### src/rtl/alert_link_pkg.sv
// Shared definitions for the FPGA -> ESP32 alert status link:
// frame constants, status bit positions, FSM encoding and checksum helper.
package alert_link_pkg;

    localparam logic [7:0]  SYNC_BYTE   = 8'hA5;
    localparam int unsigned FRAME_BYTES = 4;

    // Bit positions inside the status byte
    localparam int unsigned ST_ALERT  = 0;
    localparam int unsigned ST_FFT    = 1;
    localparam int unsigned ST_CAM    = 2;
    localparam int unsigned ST_CHANGE = 3;

    // Frame FSM encoding (kept as plain constants for legacy tooling)
    typedef logic [1:0] link_state_t;
    localparam link_state_t S_IDLE = 2'd0;
    localparam link_state_t S_LOAD = 2'd1;
    localparam link_state_t S_SEND = 2'd2;
    localparam link_state_t S_DONE = 2'd3;

    // Checksum byte: XOR of sync, status and sequence bytes
    function automatic logic [7:0] frame_checksum(input logic [7:0] status,
                                                  input logic [7:0] seq);
        return SYNC_BYTE ^ status ^ seq;
    endfunction

endpackage

### src/rtl/uart_tx_byte.sv
// Single-byte 8N1 UART serialiser, LSB first, idle high.
// ready is also high during the final cycle of the stop bit so a new byte
// can follow with no idle gap; byte_done flags that same final cycle.
module uart_tx_byte
    import alert_link_pkg::*;
#(
    parameter int unsigned CLKS_PER_BIT = 434
) (
    input  logic       clk,
    input  logic       reset_n,
    input  logic       start,
    input  logic [7:0] data,
    output logic       tx,
    output logic       ready,
    output logic       byte_done
);

    localparam int unsigned CW = (CLKS_PER_BIT > 1) ? $clog2(CLKS_PER_BIT) : 1;
    localparam logic [CW-1:0] CLK_LAST = CW'(CLKS_PER_BIT - 1);
    localparam logic [3:0]    STOP_IDX = 4'd9;

    logic          active_q;
    logic [CW-1:0] clk_cnt_q;
    logic [3:0]    bit_idx_q;
    logic [8:0]    shift_q;
    logic          tx_q;
    logic          bit_last;
    logic          stop_end;

    // Decode end of the current bit and end of the stop bit
    always_comb begin
        bit_last  = (clk_cnt_q == CLK_LAST);
        stop_end  = active_q && (bit_idx_q == STOP_IDX) && bit_last;
        ready     = !active_q || stop_end;
        byte_done = stop_end;
    end

    // Bit timing, shift register and line driver
    always_ff @(posedge clk or negedge reset_n) begin
        if (!reset_n) begin
            active_q  <= 1'b0;
            clk_cnt_q <= '0;
            bit_idx_q <= '0;
            shift_q   <= '1;
            tx_q      <= 1'b1;
        end else if (start && ready) begin
            active_q  <= 1'b1;
            clk_cnt_q <= '0;
            bit_idx_q <= '0;
            shift_q   <= {1'b1, data};
            tx_q      <= 1'b0;
        end else if (active_q) begin
            if (bit_last) begin
                clk_cnt_q <= '0;
                if (bit_idx_q == STOP_IDX) begin
                    active_q <= 1'b0;
                    tx_q     <= 1'b1;
                end else begin
                    bit_idx_q <= bit_idx_q + 4'd1;
                    tx_q      <= shift_q[0];
                    shift_q   <= {1'b1, shift_q[8:1]};
                end
            end else begin
                clk_cnt_q <= clk_cnt_q + CW'(1);
            end
        end
    end

    assign tx = tx_q;

endmodule

### src/rtl/alert_status_uart_tx.sv
// Alert status return link: detects alert changes and heartbeat timeouts,
// builds 4-byte checksummed frames {A5, status, seq, xor} and sends them
// over an 8N1 UART via uart_tx_byte.
module alert_status_uart_tx
    import alert_link_pkg::*;
#(
    parameter int unsigned CLKS_PER_BIT     = 434,
    parameter int unsigned HEARTBEAT_CYCLES = 50_000_000
) (
    input  logic       clk,
    input  logic       reset_n,
    input  logic       alert_in,
    input  logic       fft_in,
    input  logic       cam_in,
    output logic       tx_out,
    output logic       busy,
    output logic       frame_done,
    output logic [7:0] seq_out
);

    localparam int unsigned HW = (HEARTBEAT_CYCLES > 1) ? $clog2(HEARTBEAT_CYCLES) : 1;
    localparam logic [HW-1:0] HB_LAST   = HW'(HEARTBEAT_CYCLES - 1);
    localparam logic [1:0]    LAST_BYTE = 2'(FRAME_BYTES - 1);

    link_state_t   state_q, state_d;
    logic          alert_q;
    logic          chg_pending_q;
    logic          hb_pending_q;
    logic [HW-1:0] hb_cnt_q;
    logic [7:0]    status_q, status_d;
    logic [7:0]    seq_q;
    logic [1:0]    byte_idx_q;

    logic          alert_chg;
    logic          hb_wrap;
    logic          byte_start;
    logic [1:0]    byte_sel;
    logic [7:0]    byte_data;
    logic          tx_ready;
    logic          tx_byte_done;
    logic          last_byte_done;

    // Event decode, status snapshot value and byte selection
    always_comb begin
        alert_chg      = (alert_in != alert_q);
        hb_wrap        = (state_q == S_IDLE) && (hb_cnt_q == HB_LAST);
        last_byte_done = tx_byte_done && (byte_idx_q == LAST_BYTE);

        status_d            = '0;
        status_d[ST_ALERT]  = alert_in;
        status_d[ST_FFT]    = fft_in;
        status_d[ST_CAM]    = cam_in;
        status_d[ST_CHANGE] = chg_pending_q;

        // LOAD launches byte 0; each byte_done in SEND chains the next one
        byte_start = tx_ready &&
                     ((state_q == S_LOAD) ||
                      ((state_q == S_SEND) && tx_byte_done && (byte_idx_q != LAST_BYTE)));
        byte_sel   = (state_q == S_LOAD) ? 2'd0 : (byte_idx_q + 2'd1);

        case (byte_sel)
            2'd0:    byte_data = SYNC_BYTE;
            2'd1:    byte_data = status_q;
            2'd2:    byte_data = seq_q;
            default: byte_data = frame_checksum(status_q, seq_q);
        endcase
    end

    // Frame FSM next-state
    always_comb begin
        state_d = state_q;
        case (state_q)
            S_IDLE:  if (chg_pending_q || hb_pending_q) state_d = S_LOAD;
            S_LOAD:  state_d = S_SEND;
            S_SEND:  if (last_byte_done) state_d = S_DONE;
            S_DONE:  state_d = S_IDLE;
            default: state_d = S_IDLE;
        endcase
    end

    // Alert sampling and pending-event flags; LOAD consumes both together
    always_ff @(posedge clk or negedge reset_n) begin
        if (!reset_n) begin
            alert_q       <= 1'b0;
            chg_pending_q <= 1'b0;
            hb_pending_q  <= 1'b0;
        end else begin
            alert_q <= alert_in;
            if (state_q == S_LOAD) begin
                chg_pending_q <= 1'b0;
                hb_pending_q  <= 1'b0;
            end else begin
                if (alert_chg) chg_pending_q <= 1'b1;
                if (hb_wrap)   hb_pending_q  <= 1'b1;
            end
        end
    end

    // Heartbeat counter: runs only in IDLE, held at zero otherwise
    always_ff @(posedge clk or negedge reset_n) begin
        if (!reset_n) begin
            hb_cnt_q <= '0;
        end else if (state_q == S_IDLE) begin
            hb_cnt_q <= hb_wrap ? '0 : (hb_cnt_q + HW'(1));
        end else begin
            hb_cnt_q <= '0;
        end
    end

    // FSM state, status snapshot, byte index and sequence number
    always_ff @(posedge clk or negedge reset_n) begin
        if (!reset_n) begin
            state_q    <= S_IDLE;
            status_q   <= '0;
            seq_q      <= '0;
            byte_idx_q <= '0;
        end else begin
            state_q <= state_d;
            case (state_q)
                S_LOAD: begin
                    status_q   <= status_d;
                    byte_idx_q <= '0;
                end
                S_SEND: begin
                    if (tx_byte_done && (byte_idx_q != LAST_BYTE))
                        byte_idx_q <= byte_idx_q + 2'd1;
                end
                S_DONE: seq_q <= seq_q + 8'd1;
                default: ;
            endcase
        end
    end

    uart_tx_byte #(
        .CLKS_PER_BIT(CLKS_PER_BIT)
    ) u_tx_byte (
        .clk      (clk),
        .reset_n  (reset_n),
        .start    (byte_start),
        .data     (byte_data),
        .tx       (tx_out),
        .ready    (tx_ready),
        .byte_done(tx_byte_done)
    );

    assign busy       = (state_q == S_LOAD) || (state_q == S_SEND);
    assign frame_done = (state_q == S_DONE);
    assign seq_out    = seq_q;

endmodule
### config.mk
export PLATFORM = sky130hd
export DESIGN_NAME = alert_status_uart_tx
export DESIGN_NICKNAME = d
export VERILOG_FILES = /design/src/rtl/alert_link_pkg.sv /design/src/rtl/uart_tx_byte.sv /design/src/rtl/alert_status_uart_tx.sv
export SDC_FILE = /design/constraint.sdc
export NUM_CORES = 1
export LEC_CHECK = 0
export ABC_AREA = 1
export BUFFER_PORTS_ARGS = -buffer_cell sky130_fd_sc_hd__buf_2
export CORE_MARGIN = 2
export CORE_UTILIZATION = 50
export CTS_BUF_LIST = sky130_fd_sc_hd__clkbuf_2 sky130_fd_sc_hd__clkbuf_4 sky130_fd_sc_hd__clkbuf_8
export DETAILED_ROUTE_END_ITERATION = 12
export PLACE_DENSITY = 0.67
export SYNTH_ARGS = -nofsm -noshare
export SYNTH_HDL_FRONTEND = slang
export SYNTH_SLANG_ARGS = --single-unit
### constraint.sdc
create_clock -name clk -period 3.35 [get_ports clk]
set_input_delay 0.335 -clock clk [delete_from_list [all_inputs] [get_ports clk]]
set_output_delay 0.335 -clock clk [all_outputs]
set_load 0.005 [all_outputs]
==> metrics.txt, run 1 <==
# TYPE chip_impl_metric gauge
chip_impl_info{name="outcome",value="complete, no violations"} 1
chip_impl_metric{name="combinationalPowerShare",unit="%"} 29.1
chip_impl_metric{name="dp_cells",unit=""} 600
chip_impl_metric{name="htreeDepth",unit=""} 3
chip_impl_metric{name="highest_clock_rate",unit="MHz"} 480
chip_impl_info{name="worst_hold_startpoint",value="alert_in"} 1
chip_impl_metric{name="cts_inserted_buffers",unit=""} 9
chip_impl_info{name="setup.worst_path.start",value="state_q[0]"} 1
chip_impl_metric{name="grt_max_degree",unit=""} 30
chip_impl_info{name="worst_r2r_startpoint",value="state_q[0]"} 1
chip_impl_metric{name="wire_length_of_the_first_global_routing_pass",unit="um"} 14400
chip_impl_metric{name="area_delta_synth_final",unit="%"} 11.7
chip_impl_metric{name="cts.path.max_buffers",unit=""} 2
chip_impl_metric{name="start_util",unit="%"} 52.1
chip_impl_metric{name="synth_compound_gate_area_share",unit="%"} 5.60
chip_impl_metric{name="globalplace.congestion",unit=""} 1.01
chip_impl_metric{name="die_height",unit="um"} 91.2
chip_impl_metric{name="fin_crit_sh",unit="%"} 62.2
chip_impl_metric{name="grt_antenna_before_repair",unit=""} 0
chip_impl_metric{name="antenna_left",unit=""} 0
chip_impl_info{name="ys_dominant_reg_cell",value="sky130_fd_sc_hd__dfrtp_1"} 1
chip_impl_metric{name="hpwl",unit="um"} 6170
chip_impl_metric{name="synth_nets",unit=""} 505
chip_impl_metric{name="clkSinkCount",unit=""} 68
chip_impl_metric{name="report.power.total",unit="W"} 0.00287
chip_impl_metric{name="maxSlewViolCount",unit=""} 0
chip_impl_metric{name="wl_per_cell",unit="um"} 13.6
chip_impl_metric{name="critical_path_arrival",unit="ns"} 2.31
chip_impl_metric{name="seq_area",unit="um^2"} 1710
chip_impl_metric{name="finish.cell_count_without_fillers",unit=""} 617
chip_impl_metric{name="timing.slew.headroom",unit="%"} 70.5
chip_impl_metric{name="clkLatencyLatePin",unit="ns"} 0.35
chip_impl_metric{name="period_needed",unit="ns"} 2.08
chip_impl_metric{name="adder_cell_share_of_the_synthesized_area",unit="%"} 3.62
chip_impl_info{name="r2r_end",value="hb_cnt_q[19]"} 1
chip_impl_metric{name="worst_reg2reg_path_depth",unit=""} 9
chip_impl_metric{name="final_layout_size_suffix_gt1_share",unit="%"} 13.3
chip_impl_metric{name="finalSetupTns",unit="ns"} 0
chip_impl_metric{name="yosys.cell_types.count",unit=""} 36
chip_impl_metric{name="grt_pass1_vias",unit=""} 3164
chip_impl_metric{name="cap_violations",unit=""} 0
chip_impl_metric{name="grt_overflow_total",unit=""} 0
chip_impl_metric{name="drt-pass1-iter-count",unit=""} 4
chip_impl_metric{name="drt_drc_violations_left",unit=""} 0
chip_impl_metric{name="finalClockSkew",unit="ns"} 0.0140
chip_impl_info{name="cp_top_family",value="simple AND/OR/NAND/NOR gates"} 1
chip_impl_metric{name="mean_cell_area_of_the_mapped_netlist",unit="um^2"} 7.77
chip_impl_metric{name="sum_of_routed_wire_length_over_all_layers",unit="um"} 8360
chip_impl_metric{name="clock_power_share",unit="%"} 30.5
chip_impl_metric{name="post_synth_and_or_nand_nor_area_fraction",unit="%"} 31.5
chip_impl_metric{name="ioPinCount",unit=""} 16
chip_impl_metric{name="power_spent_charging_and_discharging_nets",unit="W"} 0.00102
chip_impl_metric{name="number_of_warning_messages_in_the_yosys_log",unit=""} 0
chip_impl_info{name="clk_root_buffer_cell",value="sky130_fd_sc_hd__clkbuf_8"} 1
chip_impl_metric{name="total_leakage_power",unit="nW"} 2.03
chip_impl_info{name="synth_top_family_by_area",value="simple AND/OR/NAND/NOR gates"} 1
chip_impl_metric{name="min_path_cells",unit=""} 1
chip_impl_metric{name="post_synthesis_async_set_or_reset_flop_share",unit="%"} 100
chip_impl_metric{name="final.fill_count",unit=""} 710
chip_impl_metric{name="grt_util_all_layers",unit="%"} 21.7
chip_impl_metric{name="multiInputGateArea",unit="um^2"} 1770
chip_impl_metric{name="fp-row-count",unit=""} 31
chip_impl_metric{name="postSynthRegisterBits",unit=""} 68
chip_impl_info{name="critPathCaptureType",value="register"} 1
chip_impl_metric{name="route.vias.total",unit=""} 3208
chip_impl_metric{name="syn-instance-count",unit=""} 489
chip_impl_metric{name="pwr-share-seq",unit="%"} 40.4
chip_impl_metric{name="ys_seq_area_share",unit="%"} 45.1
chip_impl_metric{name="ir_worst_vdd",unit="uV"} 393
chip_impl_metric{name="worstPathMaxFanout",unit=""} 17
chip_impl_info{name="cp_cell_sequence",value="inv_1 > ha_1 > inv_2 > nor3_1 > nand4_1 > nor2_1 > nand2_2 > nand2_2 > nor2_1"} 1
chip_impl_metric{name="setup_violations",unit=""} 0
chip_impl_metric{name="place.port_buffers",unit=""} 15
chip_impl_metric{name="r2r_slack",unit="ns"} 1.27
chip_impl_metric{name="cts_resized",unit=""} 0
chip_impl_metric{name="syn_area",unit="um^2"} 3800
chip_impl_metric{name="core_region_area",unit="um^2"} 7290
chip_impl_metric{name="nNetsFinal",unit=""} 529
chip_impl_metric{name="drtIter0Drc",unit=""} 164
chip_impl_metric{name="power-per-cell-area",unit="nW/um^2"} 676
chip_impl_info{name="tightest_hold_check_type",value="in2reg"} 1
chip_impl_metric{name="post_synth_xor_area_fraction",unit="%"} 5.76
chip_impl_metric{name="vias_per_cell",unit=""} 5.20
chip_impl_metric{name="die_width",unit="um"} 91.2
chip_impl_info{name="grt_setup_unrepaired",value="no"} 1
chip_impl_info{name="cp_slowest_cell",value="sky130_fd_sc_hd__dfrtp_1"} 1
chip_impl_metric{name="fraction_of_power_spent_switching_nets",unit="%"} 35.5
chip_impl_metric{name="hold_viol_final",unit=""} 0
chip_impl_metric{name="ant_cells",unit=""} 0
chip_impl_info{name="timing_worst_setup_path_type",value="reg2reg"} 1
chip_impl_metric{name="cts.clk_slew.worst_paths",unit="ns"} 0.08
chip_impl_metric{name="hold-worst-slack",unit="ns"} 0.137
chip_impl_metric{name="dieArea",unit="um^2"} 8310
chip_impl_info{name="hold_path_end",value="alert_q"} 1
chip_impl_metric{name="cp_data_required_time",unit="ns"} 3.58
chip_impl_metric{name="path_buf_inv",unit=""} 2
chip_impl_metric{name="synth_edf_count",unit=""} 0
chip_impl_metric{name="p_int",unit="W"} 0.00185
chip_impl_info{name="cp-start-kind",value="register"} 1
chip_impl_metric{name="cp_slowest_stage_delay",unit="ns"} 0.41
chip_impl_metric{name="max_slew.worst_pin.slew",unit="ns"} 0.438
chip_impl_metric{name="yosys-mux-area-fraction",unit="%"} 0
chip_impl_info{name="tritoncts",value="yes"} 1
[worst register-to-register path: stages (launching register included)]
cell,delay [ns]
sky130_fd_sc_hd__dfrtp_1,0.41
sky130_fd_sc_hd__inv_1,0.11
sky130_fd_sc_hd__ha_1,0.41
sky130_fd_sc_hd__inv_2,0.25
sky130_fd_sc_hd__nor3_1,0.20
sky130_fd_sc_hd__nand4_1,0.12
sky130_fd_sc_hd__nor2_1,0.13
sky130_fd_sc_hd__nand2_2,0.14
sky130_fd_sc_hd__nand2_2,0.14
sky130_fd_sc_hd__nor2_1,0.06
[per-stage QoR]
stage	setup slack, ns	area [um^2]	utilization [%]
global route	1.06	4250	58.2
CTS	1.32	4250	58.2
global placement	1.41	3980	54.5
floorplan	1.79	3800	-
finish	1.27	4250	58.2
detailed placement	1.33	3980	54.5
[how the worst max path moves through the flow]
stage,slack [ns],depth (start not counted),end
finish,1.27,9,hb_cnt_q[19]
global route,1.06,9,hb_cnt_q[14]
CTS,1.32,9,hb_cnt_q[14]
detailed placement,1.33,9,hb_cnt_q[14]
global placement,1.41,9,hb_cnt_q[19]
floorplan,1.79,10,hb_cnt_q[3]
[power groups by stage]
stage	logic [W]	clock network (W)	registers (W)
2_1_floorplan	0.000621	0	0.00114
3_3_place_gp	0.000811	0	0.00117
3_5_place_dp	0.000832	0	0.00117
4_1_cts	0.000839	0.000884	0.00116
5_1_grt	0.000957	0.000917	0.00118
6_report	0.000834	0.000875	0.00116
[synthesized netlist by cell type, types with 3 or more instances]
cell	number	share of area, %
sky130_fd_sc_hd__o21ai_0	19	2.5
sky130_fd_sc_hd__ha_1	11	3.6
sky130_fd_sc_hd__nor2_1	66	6.5
sky130_fd_sc_hd__dfrtp_1	59	39
sky130_fd_sc_hd__nand2_1	108	11
sky130_fd_sc_hd__nand3_1	34	4.5
sky130_fd_sc_hd__xor2_1	19	4.4
sky130_fd_sc_hd__nor3_1	19	2.5
sky130_fd_sc_hd__nand4_1	14	2.3
sky130_fd_sc_hd__a21oi_1	8	1.1
sky130_fd_sc_hd__nor2_2	4	0.66
sky130_fd_sc_hd__inv_2	6	0.59
sky130_fd_sc_hd__inv_1	68	6.7
sky130_fd_sc_hd__dfstp_2	9	6.2
sky130_fd_sc_hd__xnor2_1	6	1.4
sky130_fd_sc_hd__o22ai_1	5	0.82
sky130_fd_sc_hd__nand2_2	7	1.2
sky130_fd_sc_hd__nand3_2	3	0.79
[final cells by class]
class                           count  area share [%]
Sequential cell                    68            40.3
Inverter                           75            6.66
Tap cell                           99            2.92
Timing Repair Buffer               18            2.36
Multi-Input combinational cell    341            41.6
Clock inverter                      5            2.51
Clock buffer                       11            3.57
[sequential cells by signal, indices dropped and copies added (netlist names)]
register,cells
u_tx_byte.clk_cnt_q,9
hb_pending_q,1
status_q,4
u_tx_byte.tx,1
chg_pending_q,1
u_tx_byte.shift_q,8
hb_cnt_q,26
u_tx_byte.active_q,1
byte_idx_q,2
state_q,2
seq_out,8
alert_q,1
u_tx_byte.bit_idx_q,4
[layout by cell type, fill, tap and decap left out, types with 4 or more instances in the layout]
| cell type | n |
|---|---|
| sky130_fd_sc_hd__nand2_1 | 108 |
| sky130_fd_sc_hd__xor2_1 | 19 |
| sky130_fd_sc_hd__a21oi_1 | 8 |
| sky130_fd_sc_hd__inv_2 | 6 |
| sky130_fd_sc_hd__nand4_1 | 14 |
| sky130_fd_sc_hd__dfrtp_1 | 59 |
| sky130_fd_sc_hd__nor3_1 | 19 |
| sky130_fd_sc_hd__nand2_2 | 7 |
| sky130_fd_sc_hd__o22ai_1 | 5 |
| sky130_fd_sc_hd__nand3_1 | 34 |
| sky130_fd_sc_hd__clkbuf_8 | 11 |
| sky130_fd_sc_hd__xnor2_1 | 6 |
| sky130_fd_sc_hd__ha_1 | 11 |
| sky130_fd_sc_hd__nor2_2 | 4 |
| sky130_fd_sc_hd__inv_1 | 68 |
| sky130_fd_sc_hd__o21ai_0 | 19 |
| sky130_fd_sc_hd__nor2_1 | 66 |
| sky130_fd_sc_hd__buf_2 | 15 |
| sky130_fd_sc_hd__dfstp_2 | 9 |
[logic make-up after synthesis]
logic type / count (synthesis)
simple gates: 266
flops: 68
buf+inv: 80
xor+xnor: 25
fa+ha+maj: 11
compound gates: 39
[routing by layer]
metal	part of all wire (%)	up-vias	track usage [%]
met1	46	1514	27.6
met5	0	-	0
li1	-	1599	-
met4	1.7	0	7.95
met2	48	80	35.5
met3	4.5	15	5.89
[what timing repair did]
item	CTS	global route
buffers inserted	0	0
endpoints found under the setup margin	0	0
hold buffers	1	0
hold endpoints to repair	17	0
No activity file was read; power rests on OpenSTA's default activity.
==> run 2, diff against run 1 <==
clock period = 2.05 ns   (was 3.35 ns; I/O delays follow)
==> run 2 against run 1 <==
Global-route usage increased by 0.46 points. Highest routed layer unchanged. Utilization increased by 0.69 points. Hold slack got worse by 0.078 ns. Routed wire length decreased by 0.32%. Setup slack got worse by 0.96 ns.
==> metrics.txt, run 2 (synthesis results as in run 1) <==
# TYPE chip_impl_metric gauge
chip_impl_info{name="outcome",value="complete, no violations"} 1
chip_impl_metric{name="clock_power_share",unit="%"} 28.8
chip_impl_metric{name="final.fill_count",unit=""} 695
chip_impl_metric{name="drtIter0Drc",unit=""} 156
chip_impl_metric{name="combinationalPowerShare",unit="%"} 30.7
chip_impl_info{name="critPathCaptureType",value="register"} 1
chip_impl_metric{name="pwr-share-seq",unit="%"} 40.5
chip_impl_metric{name="ant_cells",unit=""} 0
chip_impl_metric{name="timing.slew.headroom",unit="%"} 60.3
chip_impl_metric{name="cts_inserted_buffers",unit=""} 9
chip_impl_metric{name="sum_of_routed_wire_length_over_all_layers",unit="um"} 8340
chip_impl_metric{name="period_needed",unit="ns"} 1.75
chip_impl_metric{name="cts.clk_slew.worst_paths",unit="ns"} 0.08
chip_impl_info{name="registers_with_the_most_flip_flops",value="hb_cnt_q x26, u_tx_byte.clk_cnt_q x9"} 1
chip_impl_metric{name="critical_path_arrival",unit="ns"} 2.03
chip_impl_metric{name="place.port_buffers",unit=""} 15
chip_impl_metric{name="cts.path.max_buffers",unit=""} 2
chip_impl_metric{name="maxSlewViolCount",unit=""} 0
chip_impl_metric{name="finalSetupTns",unit="ns"} 0
chip_impl_metric{name="p_int",unit="W"} 0.00301
chip_impl_metric{name="ir_worst_vdd",unit="uV"} 728
chip_impl_metric{name="total_leakage_power",unit="nW"} 2.05
chip_impl_metric{name="dieArea",unit="um^2"} 8310
chip_impl_metric{name="highest_clock_rate",unit="MHz"} 572
chip_impl_info{name="most-common-layout-cells",value="sky130_fd_sc_hd__nand2_1, sky130_fd_sc_hd__inv_1, sky130_fd_sc_hd__nor2_1, sky130_fd_sc_hd__dfrtp_1, sky130_fd_sc_hd__nand3_1"} 1
chip_impl_info{name="mostFrequentLayoutCell",value="sky130_fd_sc_hd__nand2_1"} 1
chip_impl_metric{name="fraction_of_power_spent_switching_nets",unit="%"} 35.5
chip_impl_info{name="clk_root_buffer_cell",value="sky130_fd_sc_hd__clkbuf_8"} 1
chip_impl_metric{name="hpwl",unit="um"} 6160
chip_impl_info{name="grt_setup_unrepaired",value="no"} 1
chip_impl_metric{name="wl_per_cell",unit="um"} 13.4
chip_impl_metric{name="wire_length_of_the_first_global_routing_pass",unit="um"} 14600
chip_impl_metric{name="grt_pass1_vias",unit=""} 3104
chip_impl_metric{name="dp_cells",unit=""} 604
chip_impl_metric{name="hold-worst-slack",unit="ns"} 0.0590
chip_impl_metric{name="clkLatencyLatePin",unit="ns"} 0.35
chip_impl_metric{name="drt_drc_violations_left",unit=""} 0
chip_impl_metric{name="start_util",unit="%"} 52.1
chip_impl_metric{name="grt_overflow_total",unit=""} 0
chip_impl_metric{name="hold_viol_final",unit=""} 0
chip_impl_metric{name="grt_max_degree",unit=""} 26
chip_impl_metric{name="finish.cell_count_without_fillers",unit=""} 622
chip_impl_metric{name="route.vias.total",unit=""} 3188
chip_impl_metric{name="vias_per_cell",unit=""} 5.13
chip_impl_metric{name="ioPinCount",unit=""} 16
chip_impl_metric{name="finalClockSkew",unit="ns"} 0.00866
chip_impl_metric{name="nNetsFinal",unit=""} 534
chip_impl_metric{name="core_region_area",unit="um^2"} 7290
chip_impl_info{name="tightest_hold_check_type",value="in2reg"} 1
chip_impl_metric{name="setup_violations",unit=""} 0
chip_impl_metric{name="grt_antenna_before_repair",unit=""} 0
chip_impl_metric{name="antenna_left",unit=""} 0
chip_impl_metric{name="clkSinkCount",unit=""} 68
chip_impl_info{name="top_register",value="hb_cnt_q"} 1
chip_impl_metric{name="post-cts-setup-buffer-count",unit=""} 0
chip_impl_info{name="cp-start-kind",value="register"} 1
chip_impl_metric{name="globalplace.congestion",unit=""} 0.919
chip_impl_metric{name="worstPathMaxFanout",unit=""} 15
chip_impl_metric{name="drt-pass1-iter-count",unit=""} 4
chip_impl_metric{name="htreeDepth",unit=""} 3
chip_impl_metric{name="cap_violations",unit=""} 0
chip_impl_metric{name="area_delta_synth_final",unit="%"} 13.0
chip_impl_metric{name="grt_util_all_layers",unit="%"} 22.2
chip_impl_metric{name="final_layout_size_suffix_gt1_share",unit="%"} 14.1
chip_impl_metric{name="die_height",unit="um"} 91.2
chip_impl_info{name="timing_worst_setup_path_type",value="reg2reg"} 1
chip_impl_metric{name="fin_crit_sh",unit="%"} 85.2
chip_impl_metric{name="power_spent_charging_and_discharging_nets",unit="W"} 0.00166
chip_impl_metric{name="cp_data_required_time",unit="ns"} 2.34
chip_impl_metric{name="die_width",unit="um"} 91.2
chip_impl_metric{name="fp-row-count",unit=""} 31
chip_impl_metric{name="number_of_flip_flops_under_the_largest_register_name",unit=""} 26
chip_impl_info{name="tritoncts",value="yes"} 1
chip_impl_metric{name="power-per-cell-area",unit="nW/um^2"} 1090
chip_impl_metric{name="max_slew.worst_pin.slew",unit="ns"} 0.595
-- run 2: cell count changes in the layout (fill, tap and decap cells not counted), sizes merged --
| cell | change |
|---|---|
| clkinv | +3 |
| buf | +4 |
| clkbuf | -1 |
| clkinvlp | -1 |
| dlygate4sd3 | +1 |
| inv | -1 |
-- run 2: through the flow --
step | cell area (um^2) | worst slack, ns | power, W | util [%]
finish | 4300 | 0.303 | 0.00468 | 58.9
global route | 4300 | 0.0703 | 0.00500 | 58.9
CTS | 4280 | 0.202 | 0.00470 | 58.8
detailed placement | 4020 | 0.216 | 0.00333 | 55.1
global placement | 4020 | 0.258 | 0.00329 | 55.1
floorplan | 3800 | 0.491 | 0.00288 | -
-- run 2: final timing paths --
path,startpoint,slack [ns],cells after the start,endpoint
max in group asynchronous,reset_n,0.93,3,hb_cnt_q[8]
min reg2reg,u_tx_byte.shift_q[2],0.47,2,u_tx_byte.shift_q[2]
max,u_tx_byte.clk_cnt_q[0],0.30,11,u_tx_byte.shift_q[5]
min,fft_in,0.06,3,status_q[1]
max reg2reg,u_tx_byte.clk_cnt_q[0],0.30,11,u_tx_byte.shift_q[5]
min in group asynchronous,reset_n,0.38,2,hb_cnt_q[10]
-- run 2: metal layers --
layer	routed length (um)	up-vias	GRT usage [%]
met3	355	20	5.39
met1	3720	1494	28.4
met4	212	0	8.59
li1	-	1609	-
met5	0	-	0
met2	4050	65	36.3
-- run 2: power groups by stage --
stage / combinational [W] / sequential, W / clock (W)
3_5_place_dp: 0.00142 / 0.00192 / 0
3_3_place_gp: 0.00138 / 0.00190 / 0
4_1_cts: 0.00144 / 0.00189 / 0.00137
6_report: 0.00143 / 0.00189 / 0.00135
5_1_grt: 0.00163 / 0.00193 / 0.00143
2_1_floorplan: 0.00102 / 0.00186 / 0
-- run 2: cell type report --
cell class	instances	area, um^2	area share [%]
Clock buffer	10	131	3.06
Clock inverter	6	113	2.62
Inverter	75	283	6.58
Multi-Input combinational cell	341	1780	41.4
Sequential cell	68	1710	39.9
Tap cell	99	124	2.88
Timing Repair Buffer	23	153	3.55
-- run 2: what timing repair did --
item | CTS | global route
hold endpoints to repair | 13 | 0
hold buffers | 2 | 0
resized for setup | 0 | 2
endpoints found under the setup margin | 0 | 4
-- run 2: worst max-delay path: stages, from the launching register on --
cell,delay (ns)
sky130_fd_sc_hd__dfrtp_1,0.43
sky130_fd_sc_hd__ha_1,0.22
sky130_fd_sc_hd__nand2_1,0.06
sky130_fd_sc_hd__inv_1,0.04
sky130_fd_sc_hd__nand2_2,0.07
sky130_fd_sc_hd__nor2_4,0.05
sky130_fd_sc_hd__nor2_1,0.22
sky130_fd_sc_hd__inv_2,0.13
sky130_fd_sc_hd__nand2_4,0.18
sky130_fd_sc_hd__clkinv_2,0.14
sky130_fd_sc_hd__nand3_1,0.09
sky130_fd_sc_hd__nand2_1,0.06
==> run 3, diff against run 2 <==
CORE_UTILIZATION = 30   (was 50)
PLACE_DENSITY = unset   (was 0.67)
==> run 3 against run 2 <==
Clock-buffer cell count increased by 3. Via count decreased by 0.85%. Clock skew grew 0.0095 ns. Final cell count up 11%. Utilization fell by 25 points. First-iteration DRC count is 5.1% lower. Critical path type unchanged. Hold slack hardly changed. Setup slack got worse by 0.063 ns. Global-route usage fell by 8.8 points. Sequential share of layout area is essentially flat.
==> metrics.txt, run 3 (synthesis results as in run 1) <==
# TYPE chip_impl_metric gauge
chip_impl_metric{name="grtUsageMet2",unit="%"} 21.8
chip_impl_metric{name="ant_cells",unit=""} 0
chip_impl_metric{name="final_layout_size_suffix_gt1_share",unit="%"} 13.6
chip_impl_metric{name="dieArea",unit="um^2"} 13600
chip_impl_info{name="critPathCaptureType",value="register"} 1
chip_impl_metric{name="fp-row-count",unit=""} 41
chip_impl_metric{name="preCtsSetupSlack",unit="ns"} 0.229
chip_impl_metric{name="max_slew.worst_pin.slew",unit="ns"} 0.603
chip_impl_metric{name="worstPathMaxFanout",unit=""} 15
chip_impl_metric{name="place.port_buffers",unit=""} 15
chip_impl_info{name="mostFrequentLayoutCell",value="sky130_fd_sc_hd__nand2_1"} 1
chip_impl_metric{name="maxSlewViolCount",unit=""} 0
chip_impl_metric{name="fin_crit_sh",unit="%"} 88.3
chip_impl_metric{name="total_leakage_power",unit="nW"} 2.02
chip_impl_metric{name="cts.clk_slew.worst_paths",unit="ns"} 0.07
chip_impl_metric{name="cts.path.max_buffers",unit=""} 2
chip_impl_metric{name="cap_violations",unit=""} 0
chip_impl_metric{name="cp_data_required_time",unit="ns"} 2.33
chip_impl_metric{name="globalplace.congestion",unit=""} 0.899
chip_impl_metric{name="layout.cell_area.non_filler",unit="um^2"} 4290
chip_impl_metric{name="wire_length_of_the_first_global_routing_pass",unit="um"} 14400
chip_impl_metric{name="post-route-worst-setup-slack",unit="ns"} 0.239
chip_impl_info{name="cp-endpoint",value="u_tx_byte.shift_q[6]"} 1
chip_impl_metric{name="power_spent_charging_and_discharging_nets",unit="W"} 0.00158
chip_impl_metric{name="wl_per_cell",unit="um"} 11.7
chip_impl_metric{name="number_of_flip_flops_under_the_largest_register_name",unit=""} 26
chip_impl_metric{name="r2r_slack",unit="ns"} 0.24
chip_impl_metric{name="ioPinCount",unit=""} 16
chip_impl_info{name="worst_r2r_startpoint",value="state_q[0]"} 1
chip_impl_metric{name="area_delta_synth_final",unit="%"} 12.9
chip_impl_metric{name="ir_worst_vdd",unit="uV"} 605
chip_impl_metric{name="post-cts-setup-buffer-count",unit=""} 0
chip_impl_info{name="outcome",value="complete, no violations"} 1
chip_impl_metric{name="grt_overflow_total",unit=""} 0
chip_impl_metric{name="drt-pass1-iter-count",unit=""} 4
chip_impl_metric{name="route.vias.total",unit=""} 3161
chip_impl_metric{name="hold_buffers",unit=""} 2
chip_impl_metric{name="finalClockSkew",unit="ns"} 0.0181
chip_impl_metric{name="fraction_of_power_spent_switching_nets",unit="%"} 37.0
chip_impl_metric{name="cts_resized",unit=""} 0
chip_impl_metric{name="drtIter0Drc",unit=""} 148
chip_impl_metric{name="period_needed",unit="ns"} 1.81
chip_impl_metric{name="finish.cell_count_without_fillers",unit=""} 693
chip_impl_metric{name="cts_inserted_buffers",unit=""} 9
chip_impl_metric{name="start_util",unit="%"} 30.4
chip_impl_metric{name="grt_pass1_vias",unit=""} 3165
chip_impl_metric{name="core_region_area",unit="um^2"} 12500
chip_impl_metric{name="critical_path_arrival",unit="ns"} 2.09
chip_impl_metric{name="final_core_utilization",unit="%"} 34.3
chip_impl_metric{name="combinationalPowerShare",unit="%"} 32.2
chip_impl_metric{name="grt_antenna_before_repair",unit=""} 0
chip_impl_info{name="registers_with_the_most_flip_flops",value="hb_cnt_q x26, u_tx_byte.clk_cnt_q x9"} 1
chip_impl_metric{name="grt_util_all_layers",unit="%"} 13.4
chip_impl_metric{name="clkLatencyLatePin",unit="ns"} 0.35
chip_impl_info{name="setup.worst_path.start",value="state_q[0]"} 1
chip_impl_metric{name="highest_clock_rate",unit="MHz"} 552
chip_impl_info{name="top_register",value="hb_cnt_q"} 1
chip_impl_metric{name="sum_of_routed_wire_length_over_all_layers",unit="um"} 8140
chip_impl_info{name="cp-start-kind",value="register"} 1
chip_impl_metric{name="pwr-share-seq",unit="%"} 44.3
chip_impl_metric{name="hold_viol_final",unit=""} 0
chip_impl_metric{name="m3_gr_usage",unit="%"} 3.01
chip_impl_info{name="r2r_end",value="u_tx_byte.shift_q[6]"} 1
chip_impl_metric{name="dp_cells",unit=""} 675
chip_impl_metric{name="clkSinkCount",unit=""} 68
chip_impl_info{name="tightest_hold_check_type",value="in2reg"} 1
chip_impl_metric{name="setup_violations",unit=""} 0
chip_impl_metric{name="use_met1",unit="%"} 17.1
chip_impl_metric{name="htreeDepth",unit=""} 3
chip_impl_metric{name="antenna_left",unit=""} 0
chip_impl_metric{name="worst_reg2reg_path_depth",unit=""} 10
chip_impl_metric{name="vias_per_cell",unit=""} 4.56
chip_impl_info{name="grt_setup_unrepaired",value="no"} 1
chip_impl_info{name="worst_hold_startpoint",value="fft_in"} 1
chip_impl_info{name="most-common-layout-cells",value="sky130_fd_sc_hd__nand2_1, sky130_fd_sc_hd__inv_1, sky130_fd_sc_hd__nor2_1, sky130_fd_sc_hd__dfrtp_1, sky130_fd_sc_hd__nand3_1"} 1
chip_impl_metric{name="finalSetupTns",unit="ns"} 0
chip_impl_metric{name="drt_drc_violations_left",unit=""} 0
chip_impl_metric{name="die_height",unit="um"} 117
chip_impl_info{name="timing_worst_setup_path_type",value="reg2reg"} 1
chip_impl_info{name="grt_busiest_layer",value="met2"} 1
chip_impl_metric{name="grt_max_degree",unit=""} 44
chip_impl_metric{name="p_int",unit="W"} 0.00268
chip_impl_info{name="tritoncts",value="yes"} 1
chip_impl_metric{name="power-per-cell-area",unit="nW/um^2"} 993
chip_impl_metric{name="die_width",unit="um"} 117
chip_impl_metric{name="placement.cell_area",unit="um^2"} 4100
chip_impl_metric{name="clock_power_share",unit="%"} 23.4
chip_impl_metric{name="final.fill_count",unit=""} 1342
chip_impl_metric{name="timing.slew.headroom",unit="%"} 59.8
chip_impl_info{name="clk_root_buffer_cell",value="sky130_fd_sc_hd__clkbuf_8"} 1
chip_impl_metric{name="hpwl",unit="um"} 6130
chip_impl_metric{name="nNetsFinal",unit=""} 532
## run 3: cell types whose count changed in the layout (fill, tap and decap cells not counted), sizes merged
cell / delta
buf: -2
clkbuf: +3
bufinv: -3
## run 3: critical path: stages (launching register included)
cell and delay [ns]:
sky130_fd_sc_hd__dfrtp_1 0.41, sky130_fd_sc_hd__inv_1 0.11, sky130_fd_sc_hd__ha_1 0.23, sky130_fd_sc_hd__inv_1 0.08, sky130_fd_sc_hd__nor2_1 0.17, sky130_fd_sc_hd__nand3_2 0.15
sky130_fd_sc_hd__nand3_1 0.12, sky130_fd_sc_hd__nand2_2 0.19, sky130_fd_sc_hd__clkinv_2 0.15, sky130_fd_sc_hd__nand3_1 0.08, sky130_fd_sc_hd__nand2_1 0.07
## run 3: area by class of cell
| cell class | instances | area, um^2 | share of cell area [%] |
|---|---|---|---|
| clock buffer | 13 | 160 | 3.73 |
| timing repair buffer | 21 | 138 | 3.21 |
| inverter | 75 | 283 | 6.59 |
| sequential | 68 | 1710 | 39.9 |
| tap | 172 | 215 | 5.01 |
| clock inverter | 3 | 15.0 | 0.350 |
| multi-input combinational | 341 | 1770 | 41.2 |
## run 3: stage by stage
stage | power [W] | hold slack [ns]
2_1_floorplan | 0.00288 | -0.0906
3_3_place_gp | 0.00326 | 0.255
3_5_place_dp | 0.00330 | 0.254
4_1_cts | 0.00432 | 0.0437
5_1_grt | 0.00462 | 0.0555
6_report | 0.00426 | 0.0593
## run 3: worst min-delay path by stage
| stage | end | slack [ns] | cells past startpoint |
|---|---|---|---|
| finish | status_q[1] | 0.06 | 3 |
| global route | status_q[1] | 0.06 | 3 |
| CTS | status_q[1] | 0.04 | 3 |
| detailed placement | u_tx_byte.bit_idx_q[2] | 0.25 | 1 |
| global placement | u_tx_byte.bit_idx_q[3] | 0.25 | 1 |
| floorplan | alert_q | -0.09 | 0 |
## run 3: power by group through the flow
stage / Combinational, W / Sequential (W) / Clock, W
3_5_place_dp: 0.00139 / 0.00191 / 0
3_3_place_gp: 0.00136 / 0.00190 / 0
4_1_cts: 0.00140 / 0.00189 / 0.00103
5_1_grt: 0.00160 / 0.00193 / 0.00109
6_report: 0.00137 / 0.00189 / 0.000998
2_1_floorplan: 0.00102 / 0.00186 / 0
## run 3: routing by layer
layer / wire, um / up-vias / share of wire (%)
met5: 0 / - / 0
met4: 172 / 0 / 2.1
li1: - / 1602 / -
met3: 295 / 16 / 3.6
met1: 3840 / 1483 / 47
met2: 3840 / 60 / 47
